<file path="config.mk">
export PLATFORM = sky130hd
export DESIGN_NAME = hazard_ctrl
export DESIGN_NICKNAME = d
export VERILOG_FILES = /design/src/rtl/hazard_ctrl_pkg.sv /design/src/rtl/hazard_ctrl.sv
export SDC_FILE = /design/constraint.sdc
export NUM_CORES = 1
export LEC_CHECK = 0
export CAP_MARGIN = 10
export CORE_MARGIN = 10
export CORE_UTILIZATION = 30
export DETAILED_ROUTE_END_ITERATION = 12
export PLACE_DENSITY_LB_ADDON = 0.12
export SLEW_MARGIN = 20
export SYNTH_ARGS = -nofsm -noshare
export SYNTH_HDL_FRONTEND = slang
export SYNTH_SLANG_ARGS = --single-unit
export TNS_END_PERCENT = 50
</file>
<file path="constraint.sdc">
create_clock -name clk -period 4.65 [get_ports clk]
set_input_delay 0.93 -clock clk [delete_from_list [all_inputs] [get_ports clk]]
set_output_delay 0.93 -clock clk [all_outputs]
set_load 0.1 [all_outputs]
</file>
<file path="src/rtl/hazard_ctrl_pkg.sv">
// Shared definitions for the pipeline interlock logic: opcode encodings,
// register-field widths, the hazard controller state type and opcode
// classification helpers (also used by the forwarding unit).
package hazard_ctrl_pkg;

  localparam int OPCODE_BITS    = 4;
  localparam int INSTR_REG_BITS = 5;

  localparam logic [OPCODE_BITS-1:0] OPCODE_OP = 4'd0;  // reg-reg ALU op
  localparam logic [OPCODE_BITS-1:0] OPCODE_LD = 4'd1;  // load
  localparam logic [OPCODE_BITS-1:0] OPCODE_ST = 4'd2;  // store
  localparam logic [OPCODE_BITS-1:0] OPCODE_BR = 4'd3;  // conditional branch
  localparam logic [OPCODE_BITS-1:0] OPCODE_JM = 4'd4;  // jump and link

  typedef enum logic [0:0] {
    HZ_RUN   = 1'b0,
    HZ_FLUSH = 1'b1
  } hz_state_e;

  // Opcode writes a destination register.
  function automatic logic is_writer(input logic [OPCODE_BITS-1:0] opcode);
    logic res;
    case (opcode)
      OPCODE_OP, OPCODE_LD, OPCODE_JM: res = 1'b1;
      default:                         res = 1'b0;
    endcase
    return res;
  endfunction

  // Opcode reads rs1.
  function automatic logic uses_rs1(input logic [OPCODE_BITS-1:0] opcode);
    logic res;
    case (opcode)
      OPCODE_OP, OPCODE_LD, OPCODE_ST, OPCODE_BR: res = 1'b1;
      default:                                    res = 1'b0;
    endcase
    return res;
  endfunction

  // Opcode reads rs2.
  function automatic logic uses_rs2(input logic [OPCODE_BITS-1:0] opcode);
    logic res;
    case (opcode)
      OPCODE_OP, OPCODE_ST, OPCODE_BR: res = 1'b1;
      default:                         res = 1'b0;
    endcase
    return res;
  endfunction

endpackage

</file>
<file path="src/rtl/hazard_ctrl.sv">
// Scoreboard interlock and redirect flush controller beside the decode stage.
// Decides each cycle whether the decoded instruction issues, stalls fetch and
// decode on RAW hazards against in-flight writers, kills wrong-path work after
// an execute redirect, and keeps debug stall statistics.
module hazard_ctrl
  import hazard_ctrl_pkg::*;
#(
  parameter int FLUSH_CYCLES = 1,
  parameter int STALL_MAX    = 64,
  parameter int CNT_BITS     = 32
) (
  input  logic                      clk,
  input  logic                      reset_n,
  input  logic                      dec_valid,
  input  logic [OPCODE_BITS-1:0]    dec_opcode,
  input  logic [INSTR_REG_BITS-1:0] dec_rs1,
  input  logic [INSTR_REG_BITS-1:0] dec_rs2,
  input  logic [INSTR_REG_BITS-1:0] dec_rd,
  input  logic                      wb_valid,
  input  logic [INSTR_REG_BITS-1:0] wb_rd,
  input  logic                      ex_redirect,
  output logic                      issue,
  output logic                      stall_fd,
  output logic                      flush_d,
  output logic                      flush_e,
  output logic [CNT_BITS-1:0]       stall_cnt,
  output logic                      deadlock
);

  localparam int FC_BITS  = (FLUSH_CYCLES > 1) ? $clog2(FLUSH_CYCLES) : 1;
  localparam int RUN_BITS = $clog2(STALL_MAX + 1);

  localparam logic [FC_BITS-1:0]  FC_LOAD  = FC_BITS'(FLUSH_CYCLES - 1);
  localparam logic [RUN_BITS-1:0] RUN_MAX  = RUN_BITS'(STALL_MAX);
  localparam logic [RUN_BITS-1:0] RUN_LAST = RUN_BITS'(STALL_MAX - 1);
  localparam logic [CNT_BITS-1:0] CNT_SAT  = {CNT_BITS{1'b1}};

  hz_state_e           state_q, state_d;
  logic [FC_BITS-1:0]  fcnt_q, fcnt_d;
  logic [31:0]         busy_q, busy_d;
  logic [CNT_BITS-1:0] cnt_q, cnt_d;
  logic [RUN_BITS-1:0] run_q, run_d;
  logic                dead_q, dead_d;
  logic                hazard_s;

  // RAW hazard against the registered scoreboard; writebacks are not bypassed.
  always_comb begin
    hazard_s = dec_valid &
               ((uses_rs1(dec_opcode) & busy_q[dec_rs1]) |
                (uses_rs2(dec_opcode) & busy_q[dec_rs2]));
  end

  // Issue/stall/flush decisions: reset, then redirect, then per-state behaviour.
  always_comb begin
    issue    = 1'b0;
    stall_fd = 1'b0;
    flush_d  = 1'b0;
    flush_e  = 1'b0;
    if (!reset_n) begin
      stall_fd = 1'b1;
    end else if (ex_redirect) begin
      flush_d = 1'b1;
      flush_e = 1'b1;
    end else if (state_q == HZ_FLUSH) begin
      flush_d = 1'b1;
      flush_e = 1'b1;
    end else begin
      issue    = dec_valid & ~hazard_s;
      stall_fd = hazard_s;
      flush_e  = hazard_s;
    end
  end

  // Next state and flush down-counter; a redirect always (re)arms the flush window.
  always_comb begin
    state_d = state_q;
    fcnt_d  = fcnt_q;
    case (state_q)
      HZ_RUN: begin
        if (ex_redirect) begin
          state_d = HZ_FLUSH;
          fcnt_d  = FC_LOAD;
        end else begin
          state_d = HZ_RUN;
        end
      end
      HZ_FLUSH: begin
        if (ex_redirect) begin
          fcnt_d = FC_LOAD;
        end else if (fcnt_q == {FC_BITS{1'b0}}) begin
          state_d = HZ_RUN;
        end else begin
          fcnt_d = fcnt_q - {{(FC_BITS-1){1'b0}}, 1'b1};
        end
      end
      default: begin
        state_d = HZ_RUN;
        fcnt_d  = {FC_BITS{1'b0}};
      end
    endcase
  end

  // Scoreboard update: writeback clears first so a same-cycle issue set wins.
  always_comb begin
    busy_d = busy_q;
    if (wb_valid) begin
      busy_d[wb_rd] = 1'b0;
    end else begin
      busy_d = busy_q;
    end
    if (issue && is_writer(dec_opcode) && (dec_rd != {INSTR_REG_BITS{1'b0}})) begin
      busy_d[dec_rd] = 1'b1;
    end else begin
      busy_d[0] = 1'b0;
    end
    busy_d[0] = 1'b0;
  end

  // Debug statistics: total stall cycles, consecutive stalls without progress, sticky deadlock.
  always_comb begin
    cnt_d  = cnt_q;
    run_d  = run_q;
    dead_d = dead_q;
    if (stall_fd && (cnt_q != CNT_SAT)) begin
      cnt_d = cnt_q + {{(CNT_BITS-1){1'b0}}, 1'b1};
    end else begin
      cnt_d = cnt_q;
    end
    if (stall_fd && !wb_valid) begin
      if (run_q != RUN_MAX) begin
        run_d = run_q + {{(RUN_BITS-1){1'b0}}, 1'b1};
      end else begin
        run_d = run_q;
      end
      if (run_q == RUN_LAST) begin
        dead_d = 1'b1;
      end else begin
        dead_d = dead_q;
      end
    end else begin
      run_d = {RUN_BITS{1'b0}};
    end
  end

  // State, scoreboard and counter registers with synchronous active-low reset.
  always_ff @(posedge clk) begin
    if (!reset_n) begin
      state_q <= HZ_RUN;
      fcnt_q  <= {FC_BITS{1'b0}};
      busy_q  <= 32'd0;
      cnt_q   <= {CNT_BITS{1'b0}};
      run_q   <= {RUN_BITS{1'b0}};
      dead_q  <= 1'b0;
    end else begin
      state_q <= state_d;
      fcnt_q  <= fcnt_d;
      busy_q  <= busy_d;
      cnt_q   <= cnt_d;
      run_q   <= run_d;
      dead_q  <= dead_d;
    end
  end

  // Debug outputs read as zero while reset is held.
  always_comb begin
    if (!reset_n) begin
      stall_cnt = {CNT_BITS{1'b0}};
      deadlock  = 1'b0;
    end else begin
      stall_cnt = cnt_q;
      deadlock  = dead_q;
    end
  end

endmodule

</file>
==> metrics.md, run 1 <==
| Metric | Value |
|---|---|
| GRT overflow | 0 |
| Worst EP arrival | between 3000 and 4000 ps |
| Rows | 42 |
| First-pass GRT wire length | about 20000 um |
| TritonCTS clock tree | done |
| Via count | between 3000 and 4000 |
| Initial antenna violation count | 0 |
| H-tree depth | 3 |
| Max-Cap Viols | 0 |
| Largest net degree at the start of global routing | between 40 and 50 |
| Clock root cell | clkbuf_16 |
| Hold path startpoint | dead_q |
| Detailed-route wire length per cell | approximately 17 um |
| RR Endpoint | cnt_q[24] |
| DRC | 0 |
| M2 GR Usage | between 20% and 30% |
| Mean post-synth cell area | roughly 9 um2 |
| Hold Path Stages | 2 |
| Via-per-instance ratio | roughly 5.3 |
| Fin Setup TNS | 0 ps |
| Fin Hold WS | around 450 ps |
| Count of final setup violators | 0 |
| Post-Syn Area | 0.00411 mm2 |
| Fin cells | between 600 and 700 |
| Max Freq | between 200 and 250 MHz |
| Number of distinct library cells after synthesis | a little over 60 |
| RSZ-0062 raised after global routing | false |
| Clock Path Buffers | 2 |
| CP Max Fanout | 4 |
| R2R depth | 9 |
| Commonest non-fill, non-tap cell in the layout | dfxtp_1 |
| Initial Util | 30.8% |
| CP cell instances | clkdlybuf4s50_1, mux4_2, or2_1, a311oi_1, a2bb2oi_2, and2b_2, o31a_1, buf_12 |
| Crit end category | output pin |
| Max-slew violation count | 0 |
| Slew @ Worst Pin | slightly below 800 ps |
| Outcome | completed |
| Full die area | approximately 0.019 mm2 |
| Final period util | a little over nine tenths |
| 1st-pass router iterations | 5 |
| Die width | between 100 and 150 um |
| Die height | around 140 um |
| I/O Buffers | 65 |
| Max stage delay on crit path | between 500 and 600 ps |
| Synth async-reset ratio | 0% |
| Clock transition at the registers of the reported paths | approximately 50 ps |
| Core area | 0.0133 mm2 |
| Worst hold path class | reg -> reg |
| Slew HR | 47.1% |
| Met3 Resource Use GR | ~2.7% |
| Skew final | between 7 and 8 ps |
| WHS Endpoint | dead_q |
| RR Startpoint | cnt_q[9] |
| Gr usage total | between 10% and 20% |
| Leakage | roughly 1.9 nW |
| Cts bufs inserted | 9 |
| Total wire length | between 10000 and 15000 um |
| Crit Path Category | in -> out |
| Synth warn | 0 |
| Layout cells sized above 1 | approximately a fifth |
| Startpoint Class | primary input |
| Worst EP required | between 3000 and 4000 ps |
| Sequential-to-total area share from yosys stat | roughly a third |
| Worst IR drop on VDD | roughly 0.13 mV |
| Pwr dens | approximately 300 mW/mm2 |
| Final min period | 4480 ps |
| Final hold vios | 0 |
| Worst Setup SP | dec_rs1[1] |
| Area grow syn2layout | 27.2% |
| Post-synth EDFFs | 0 |
| TritonCTS Sinks | between 70 and 80 |
| Crit-path slowest cell | clkdlybuf4s50_1 |
| ANT cells | 0 |
| Mapped Nets | ~480 |
| Drt first-iter violations | 270 |
| DP Wirelength | around 9100 um |
| Most frequent cells in the layout | dfxtp_1, buf_4, nor2_1 |
| Worst R2R Setup Slack | roughly 1600 ps |
| Synthesized flop and latch total | 72 |
| Main flop type after synthesis | dfxtp_1 |
| Cells after Synth | about 450 |
| Clk_lat worst skew | around 340 ps |
| Final GP Congestion | between 0.7 and 0.8 |
| Grt peak-use layer | met2 |
| Antenna Violating Nets Remaining | 0 |
| Placed Instances | around 680 |
| Nets | about 550 |
| Met1 usage in global routing | 17.5% |
| I/O pins | 66 |
| Vias in the first global route | approximately 3600 |
cell type report:
class | instances | area [um2]
fillers | 1395 | 8120
repair buffers | 77 | 721
clock inverters | 6 | 109
inverters | 12 | 45.0
well taps | 176 | 220
multi-input cells | 345 | 2460
flip-flops and latches | 72 | 1440
clock buffers | 9 | 225
stage by stage:
step,area [um2],util [%],power (mW),worst slack [ps]
floorplan,4110,-,0.708,472
CTS,5220,39.1,1.56,33.7
global placement,4890,36.6,0.768,85.3
global route,5230,39.2,1.59,104
finish,5230,39.2,1.54,166
detailed placement,4890,36.6,0.768,39.9
critical path: cells and delay by family:
family	cells	cell delay (ps)
and+or+nand+nor	2	510
muxes	1	530
buffers and inverters	2	740
AOI/OAI and AO/OA	3	850
kinds of logic after synthesis:
kind of cell | Yosys count | synth area share [%]
and+or+nand+nor | 194 | 26.9
DFF | 72 | 35.1
buffers and inverters | 35 | 4.96
AOI/OAI and AO/OA | 104 | 16.8
xor gates and xnor gates | 12 | 2.56
adders and majority gates | 3 | 0.913
muxes | 32 | 12.8
worst max-delay path by stage:
| stage | endpoint | slack (ps) | cells past startpoint |
|---|---|---|---|
| floorplan | stall_fd | 470 | 9 |
| global placement | flush_e | 90 | 9 |
| detailed placement | flush_e | 40 | 9 |
| CTS | flush_e | 30 | 9 |
| global route | flush_e | 100 | 10 |
| finish | flush_e | 170 | 8 |
registers in the layout (all words and copies together), names as in the netlist:
register,cells
dead_q,1
busy_q,31
state_q,1
run_q,7
cnt_q,32
cells in the mapped netlist, types with 10 or more instances:
master | number | share of area (%)
dfxtp_1 | 72 | 35
a21oi_1 | 14 | 1.7
nand3_1 | 23 | 2.8
nor2_1 | 35 | 3.2
o21ai_0 | 29 | 3.5
o31ai_1 | 11 | 2.0
clkbuf_1 | 10 | 0.91
nand2_1 | 28 | 2.6
and2_1 | 32 | 4.9
inv_1 | 10 | 0.91
o211ai_1 | 31 | 5.7
or3_1 | 10 | 1.5
report_power, final:
part,switching (mW),internal (mW),total (mW)
combinational,0.0813,0.0534,0.135
clock,0.271,0.520,0.791
sequential,0.000943,0.618,0.619
repair_timing:
item / in CTS / in global routing
hold buffers: 0 / 0
resized for setup: 0 / 1
endpoints found under the setup margin: 0 / 2
buffers inserted: 0 / 0
layer usage:
| metal | vias up | wire length, um |
|---|---|---|
| met5 | - | 0 |
| met4 | 0 | 176 |
| met3 | 13 | 643 |
| met2 | 85 | 5570 |
| met1 | 1752 | 5740 |
| li1 | 1830 | - |
(Power assumes the default switching activity.)
==> inputs of run 2 (changes only) <==
--- a/config.mk
+++ b/config.mk
@@ -5,12 +5,10 @@
 export SDC_FILE = /design/constraint.sdc
 export NUM_CORES = 1
 export LEC_CHECK = 0
-export CAP_MARGIN = 10
 export CORE_MARGIN = 10
 export CORE_UTILIZATION = 30
 export DETAILED_ROUTE_END_ITERATION = 12
 export PLACE_DENSITY_LB_ADDON = 0.12
-export SLEW_MARGIN = 20
 export SYNTH_ARGS = -nofsm -noshare
 export SYNTH_HDL_FRONTEND = slang
 export SYNTH_SLANG_ARGS = --single-unit
==> constraint.sdc (replaced) <==
create_clock -name clk -period 5.7 [get_ports clk]
set_input_delay 1.14 -clock clk [delete_from_list [all_inputs] [get_ports clk]]
set_output_delay 1.14 -clock clk [all_outputs]
set_load 0.1 [all_outputs]
==> run 2 against run 1 <==
Against the previous run:
- design area decreased by 1.8%
- global-route usage down 0.14 points
- sequential cell count did not move
- routed wire length decreased by 2.0%
- first-iteration DRC count is 19% higher
- utilization is 0.71 points lower
- power down 28%
- critical path depth is 1 higher
- final cell count decreased by 1.0%
- clock skew fell by 2.3 ps
- critical endpoint unchanged
- largest cell class unchanged
==> metrics.md, run 2 (synthesized netlist as in run 1, its figures left out) <==
| Metric | Value |
|---|---|
| Outcome | completed |
| DRC | 0 (unchanged) |
| Rows | 42 (unchanged) |
| Largest registers | cnt_q: 32 flops, busy_q: 31 flops, run_q: 7 flops |
| Max reg flops | 32 (unchanged) |
| Drt first-iter violations | 320 (+19%) |
| Skew final | 5.55 ps (-2.33 ps) |
| WHS Endpoint | dead_q |
| Met1 usage in global routing | 17.3% (-0.11 points) |
| I/O pins | 66 (unchanged) |
| Gr usage total | 13.0% (-0.14 points) |
| Worst Setup Slack, final | 478 ps (+312 ps) |
| Fill count | 1368 (-1.9%) |
| RSZ-0062 raised after global routing | false |
| Crit end category | output pin |
| CTS resizes | 0 (unchanged) |
| Area grow syn2layout | 24.8% |
| Hold Path Stages | 2 (unchanged) |
| Met3 Resource Use GR | 4.29% (+1.6 points) |
| Die height | 137 um (unchanged) |
| Tot Pwr | 1.11 mW (-28%) |
| ANT cells | 0 (unchanged) |
| TritonCTS clock tree | done |
| First-pass GRT wire length | 19600 um (-0.21%) |
| Worst EP arrival | 4080 ps (+530 ps) |
| Placed Instances | 675 (-1.0%) |
| Initial antenna violation count | 0 (unchanged) |
| Placed Area | 0.00488 mm2 (-0.26%) |
| Worst R2R Setup Slack | 2630 ps (+1050 ps) |
| Via count | 3655 (-0.68%) |
| Cts bufs inserted | 9 (unchanged) |
| Final period util | about nine tenths |
| 1st-pass router iterations | 5 (unchanged) |
| TritonCTS Sinks | 72 (unchanged) |
| Max Freq | approximately 190 MHz |
| Fin Hold WS | 450 ps (-0.0740 ps) |
| Largest net degree at the start of global routing | 52 (+18%) |
| Clock transition at the registers of the reported paths | 50 ps (about the same) |
| CTS Hold Buffers Added | 0 (unchanged) |
| Die width | 137 um (unchanged) |
| Count of final setup violators | 0 (unchanged) |
| Clk_lat worst skew | 330 ps (about the same) |
| Crit Path Category | in -> out |
| Most frequent cells in the layout | dfxtp_1, clkdlybuf4s50_1, nor2_1 |
| Clock Path Buffers | 2 (unchanged) |
| I/O Buffers | 65 (unchanged) |
| R2R depth | 8 (-1) |
| Worst EP required | 4560 ps (+840 ps) |
| Final min period | about 5200 ps |
| H-tree depth | 3 (unchanged) |
| Post-CTS setup repair buffer count | 0 (unchanged) |
| Commonest non-fill, non-tap cell in the layout | dfxtp_1 |
| Hold path startpoint | dead_q |
| Max stage delay on crit path | 730 ps (+170 ps) |
| Total wire length | 11900 um (-2.0%) |
| Nets | 542 (-1.3%) |
| Fin cells | 690 (-1.0%) |
| Antenna Violating Nets Remaining | 0 (unchanged) |
| Vias in the first global route | 3721 (+3.9%) |
| Post-layout util | 38.4% (-0.71 points) |
| Worst slack, placed | 487 ps (+447 ps) |
| Startpoint Class | primary input |
| Worst hold path class | reg -> reg |
| Fin Setup TNS | 0 ps (unchanged) |
| Leakage | 1.77 nW (-7.8%) |
| Pwr dens | 216 mW/mm2 (-27%) |
| Top reg by flops | cnt_q |
| Slew @ Worst Pin | 990 ps (+208 ps) |
| Final GP Congestion | 0.805 (+2.4%) |
| Detailed-route wire length per cell | 17.2 um (-0.96%) |
| CP cell instances | clkdlybuf4s50_1, mux4_1, mux2i_1, nor4_1, a311oi_1, a2bb2oi_2, and2b_2, o31a_1, buf_12 |
| M2 GR Usage | 19.6% (-0.80 points) |
| Max-slew violation count | 0 (unchanged) |
| Via-per-instance ratio | 5.30 (+0.33%) |
| Crit-path slowest cell | clkdlybuf4s50_1 |
| Final hold vios | 0 (unchanged) |
| Clock root cell | clkbuf_16 |
| Max-Cap Viols | 0 (unchanged) |
| Grt peak-use layer | met2 |
| Initial Util | 30.8% (unchanged) |
| Full die area | 0.0188 mm2 (unchanged) |
| Core area | 0.0133 mm2 (unchanged) |
| Design area | 0.00513 mm2 (-1.8%) |
| RR Startpoint | cnt_q[0] |
| DP Wirelength | 8890 um (-1.9%) |
| Slew HR | 33.8% (-13 points) |
| Layout cells sized above 1 | 11.3% (-7.3 points) |
| CP Max Fanout | 9 (+5) |
| GRT overflow | 0 (unchanged) |
| Worst IR drop on VDD | 0.111 mV (-17%) |
| RR Endpoint | cnt_q[24] |
## run 2: per-layer routing
layer  up-vias  share of wire (%)
met3         4                5.3
met5         -                  0
li1       1821                  -
met1      1760                 50
met2        70                 45
met4         0               0.62
## run 2: report_power, final
group	switching (mW)	total (mW)	internal, mW
clock network	0.208	0.496	0.288
registers	0.000746	0.505	0.504
logic	0.0662	0.106	0.0403
total	0.275	1.11	0.832
## run 2: critical path, delay by kind of cell
kind	cells	cell delay [ps]
buf+inv	2	900
compound gates	3	890
mux	2	770
simple gates	2	370
## run 2: how the worst max path moves through the flow
stage	startpoint	endpoint	slack [ps]	cells past startpoint
2_1_floorplan	dec_rs1[0]	stall_fd	1100	9
3_3_place_gp	dec_rs1[0]	flush_e	540	9
3_5_place_dp	dec_rs1[0]	flush_e	490	9
4_1_cts	dec_rs1[0]	flush_e	470	9
5_1_grt	dec_rs1[0]	flush_e	330	9
6_report	dec_rs1[0]	flush_e	480	9
## run 2: area by class of cell
type | instances | area, um2 | share of cell area, %
multi-input cells | 345 | 2460 | 48.0
flip-flops and latches | 72 | 1440 | 28.1
repair buffers | 70 | 706 | 13.8
clock buffers | 10 | 229 | 4.46
well taps | 176 | 220 | 4.29
inverters | 12 | 45.0 | 0.878
clock inverters | 5 | 25.0 | 0.488
==> inputs of run 3 (changes only) <==
--- a/config.mk
+++ b/config.mk
@@ -5,9 +5,9 @@
 export SDC_FILE = /design/constraint.sdc
 export NUM_CORES = 1
 export LEC_CHECK = 0
-export CORE_MARGIN = 10
 export CORE_UTILIZATION = 30
 export DETAILED_ROUTE_END_ITERATION = 12
+export MAX_ROUTING_LAYER = met4
 export PLACE_DENSITY_LB_ADDON = 0.12
 export SYNTH_ARGS = -nofsm -noshare
 export SYNTH_HDL_FRONTEND = slang
==> run 3 against run 2 <==
Against the previous run:
- clock-buffer cell count up 2
- sequential power about the same
- design area up 1.6%
- first-iteration DRC count down 37%
- worst hold slack better by 3.2 ps
- sequential cell count unchanged
- register-to-register slack better by 90 ps
- critical path depth unchanged
- largest cell class unchanged
==> metrics.md, run 3 (synthesized netlist as in run 1, its figures left out) <==
| Metric | Value |
|---|---|
| Outcome | completed |
| Cts bufs inserted | 9 (unchanged) |
| CTS Hold Buffers Added | 0 (unchanged) |
| Count of final setup violators | 0 (unchanged) |
| Rows | 42 (unchanged) |
| 1st-pass router iterations | 4 (-1) |
| Max-slew violation count | 0 (unchanged) |
| Most frequent cells in the layout | dfxtp_1, clkdlybuf4s50_1, nor2_1 |
| Fin cells | 692 (+0.29%) |
| Skew final | 6.18 ps (+0.631 ps) |
| Largest registers | cnt_q: 32 flops, busy_q: 31 flops, run_q: 7 flops |
| Max-Cap Viols | 0 (unchanged) |
| Crit-path slowest cell | clkdlybuf4s50_1 |
| Antenna Violating Nets Remaining | 0 (unchanged) |
| Leakage | 1.80 nW (+2.0%) |
| I/O Buffers | 65 (unchanged) |
| Vias in the first global route | 3690 (-0.83%) |
| Max Freq | 194 MHz (+1.4%) |
| Worst hold path class | reg -> reg |
| Commonest non-fill, non-tap cell in the layout | dfxtp_1 |
| Max stage delay on crit path | 730 ps (about the same) |
| Slew HR | 33.5% (-0.37 points) |
| Clock Path Buffers | 2 (unchanged) |
| Post-layout util | 39.2% (+0.77 points) |
| Startpoint Class | primary input |
| TritonCTS clock tree | done |
| Crit end category | output pin |
| Comb pwr share | 8.6% (-1.0 points) |
| Max reg flops | 32 (unchanged) |
| Fin Hold WS | 453 ps (+3.18 ps) |
| Worst IR drop on VDD | 0.160 mV (+44%) |
| DP Wirelength | 8490 um (-4.5%) |
| TritonCTS Sinks | 72 (unchanged) |
| CTS resizes | 0 (unchanged) |
| Die height | 119 um (-13%) |
| Via-per-instance ratio | 5.29 (about the same) |
| Final hold vios | 0 (unchanged) |
| Slew @ Worst Pin | 995 ps (+5.49 ps) |
| Clock root cell | clkbuf_16 |
| Final period util | 90.3% (-1.3 points) |
| Pwr dens | 237 mW/mm2 (+9.6%) |
| ANT cells | 0 (unchanged) |
| H-tree depth | 3 (unchanged) |
| Clock power share | 50.4% (+5.6 points) |
| RSZ-0062 raised after global routing | false |
| Layout cells sized above 1 | 11.6% (+0.34 points) |
| Switching pwr | 0.284 mW (+3.5%) |
| Net Sw Frac | 23.1% (-1.8 points) |
| Fin Setup TNS | 0 ps (unchanged) |
| Crit Path Category | in -> out |
| Final GP Congestion | 0.831 (+3.2%) |
| First-pass GRT wire length | 19300 um (-1.8%) |
| Clk_lat worst skew | 340 ps (about the same) |
| Via count | 3662 (+0.19%) |
| Detailed-route wire length per cell | 16.8 um (-2.3%) |
| Total wire length | 11700 um (-2.0%) |
| Initial antenna violation count | 0 (unchanged) |
| Worst EP required | 4560 ps (about the same) |
| GRT overflow | 0 (unchanged) |
| Clock transition at the registers of the reported paths | 60 ps (about the same) |
| Flop pwr share | 40.9% (-4.7 points) |
| Drt first-iter violations | 202 (-37%) |
| Internal Dissipation | 0.949 mW (+14%) |
| Area grow syn2layout | 26.8% |
| Die width | 119 um (-13%) |
| Placed Instances | 677 (+0.30%) |
| Worst EP arrival | 4010 ps (-70 ps) |
| DRC | 0 (unchanged) |
| Gr usage total | 17.7% (+4.7 points) |
| CP Max Fanout | 9 (unchanged) |
| Nets | 544 (+0.37%) |
| Full die area | 0.0142 mm2 (-25%) |
| Initial Util | 30.9% (+0.12 points) |
| I/O pins | 66 (unchanged) |
| Post-CTS setup repair buffer count | 0 (unchanged) |
| Core area | 0.0133 mm2 (-0.39%) |
| Final min period | 5150 ps (-73.3 ps) |
| Tot Pwr | 1.23 mW (+11%) |
| CP cell instances | clkdlybuf4s50_1, mux4_1, mux2i_1, nor4_1, a311oi_1, a2bb2oi_2, and2b_2, o31a_1, buf_12 |
| Largest net degree at the start of global routing | 27 (-48%) |
| Top reg by flops | cnt_q |
-- run 3: path summary, 6_finish.rpt --
kind / startpoint / endpoint / depth (start not counted) / slack, ps
setup / recovery: dec_rs1[0] / flush_e / 9 / 550
hold / removal: dead_q / dead_q / 2 / 450
setup reg to reg: cnt_q[9] / cnt_q[5] / 9 / 2720
hold reg to reg: dead_q / dead_q / 2 / 450
-- run 3: power groups by stage --
stage | clock network (mW) | logic, mW | registers [mW]
2_1_floorplan | 0 | 0.0620 | 0.516
3_3_place_gp | 0 | 0.107 | 0.516
3_5_place_dp | 0 | 0.107 | 0.516
4_1_cts | 0.633 | 0.108 | 0.505
5_1_grt | 0.656 | 0.115 | 0.505
6_report | 0.622 | 0.107 | 0.505
-- run 3: through the flow --
| step | setup slack [ps] | cell area, um2 |
|---|---|---|
| after floorplan | 1100 | 4110 |
| after detailed placement | 557 | 4890 |
| after global placement | 644 | 4890 |
| final | 551 | 5210 |
| after CTS | 549 | 5210 |
| after global routing | 454 | 5210 |
-- run 3: critical path, delay by kind of cell --
family	cells	cell delay (ps)
simple gates	2	350
buf+inv	2	900
compound gates	3	830
mux	2	780
-- run 3: final cells by class --
| class | count | area, um2 |
|---|---|---|
| flip-flops and latches | 72 | 1440 |
| repair buffers | 72 | 721 |
| fillers | 1323 | 8080 |
| multi-input cells | 345 | 2460 |
| clock buffers | 12 | 256 |
| well taps | 176 | 220 |
| clock inverters | 3 | 65.1 |
| inverters | 12 | 45.0 |
-- run 3: routing by layer --
layer | GRT usage, % | up-vias | routed length (um) | share of wire (%)
li1 | - | 1821 | - | -
met1 | 22.4 | 1751 | 5530 | 47
met2 | 28.4 | 77 | 5520 | 47
met5 | - | - | 0 | 0
met4 | 6.72 | 0 | 178 | 1.5
met3 | 2.83 | 13 | 428 | 3.7
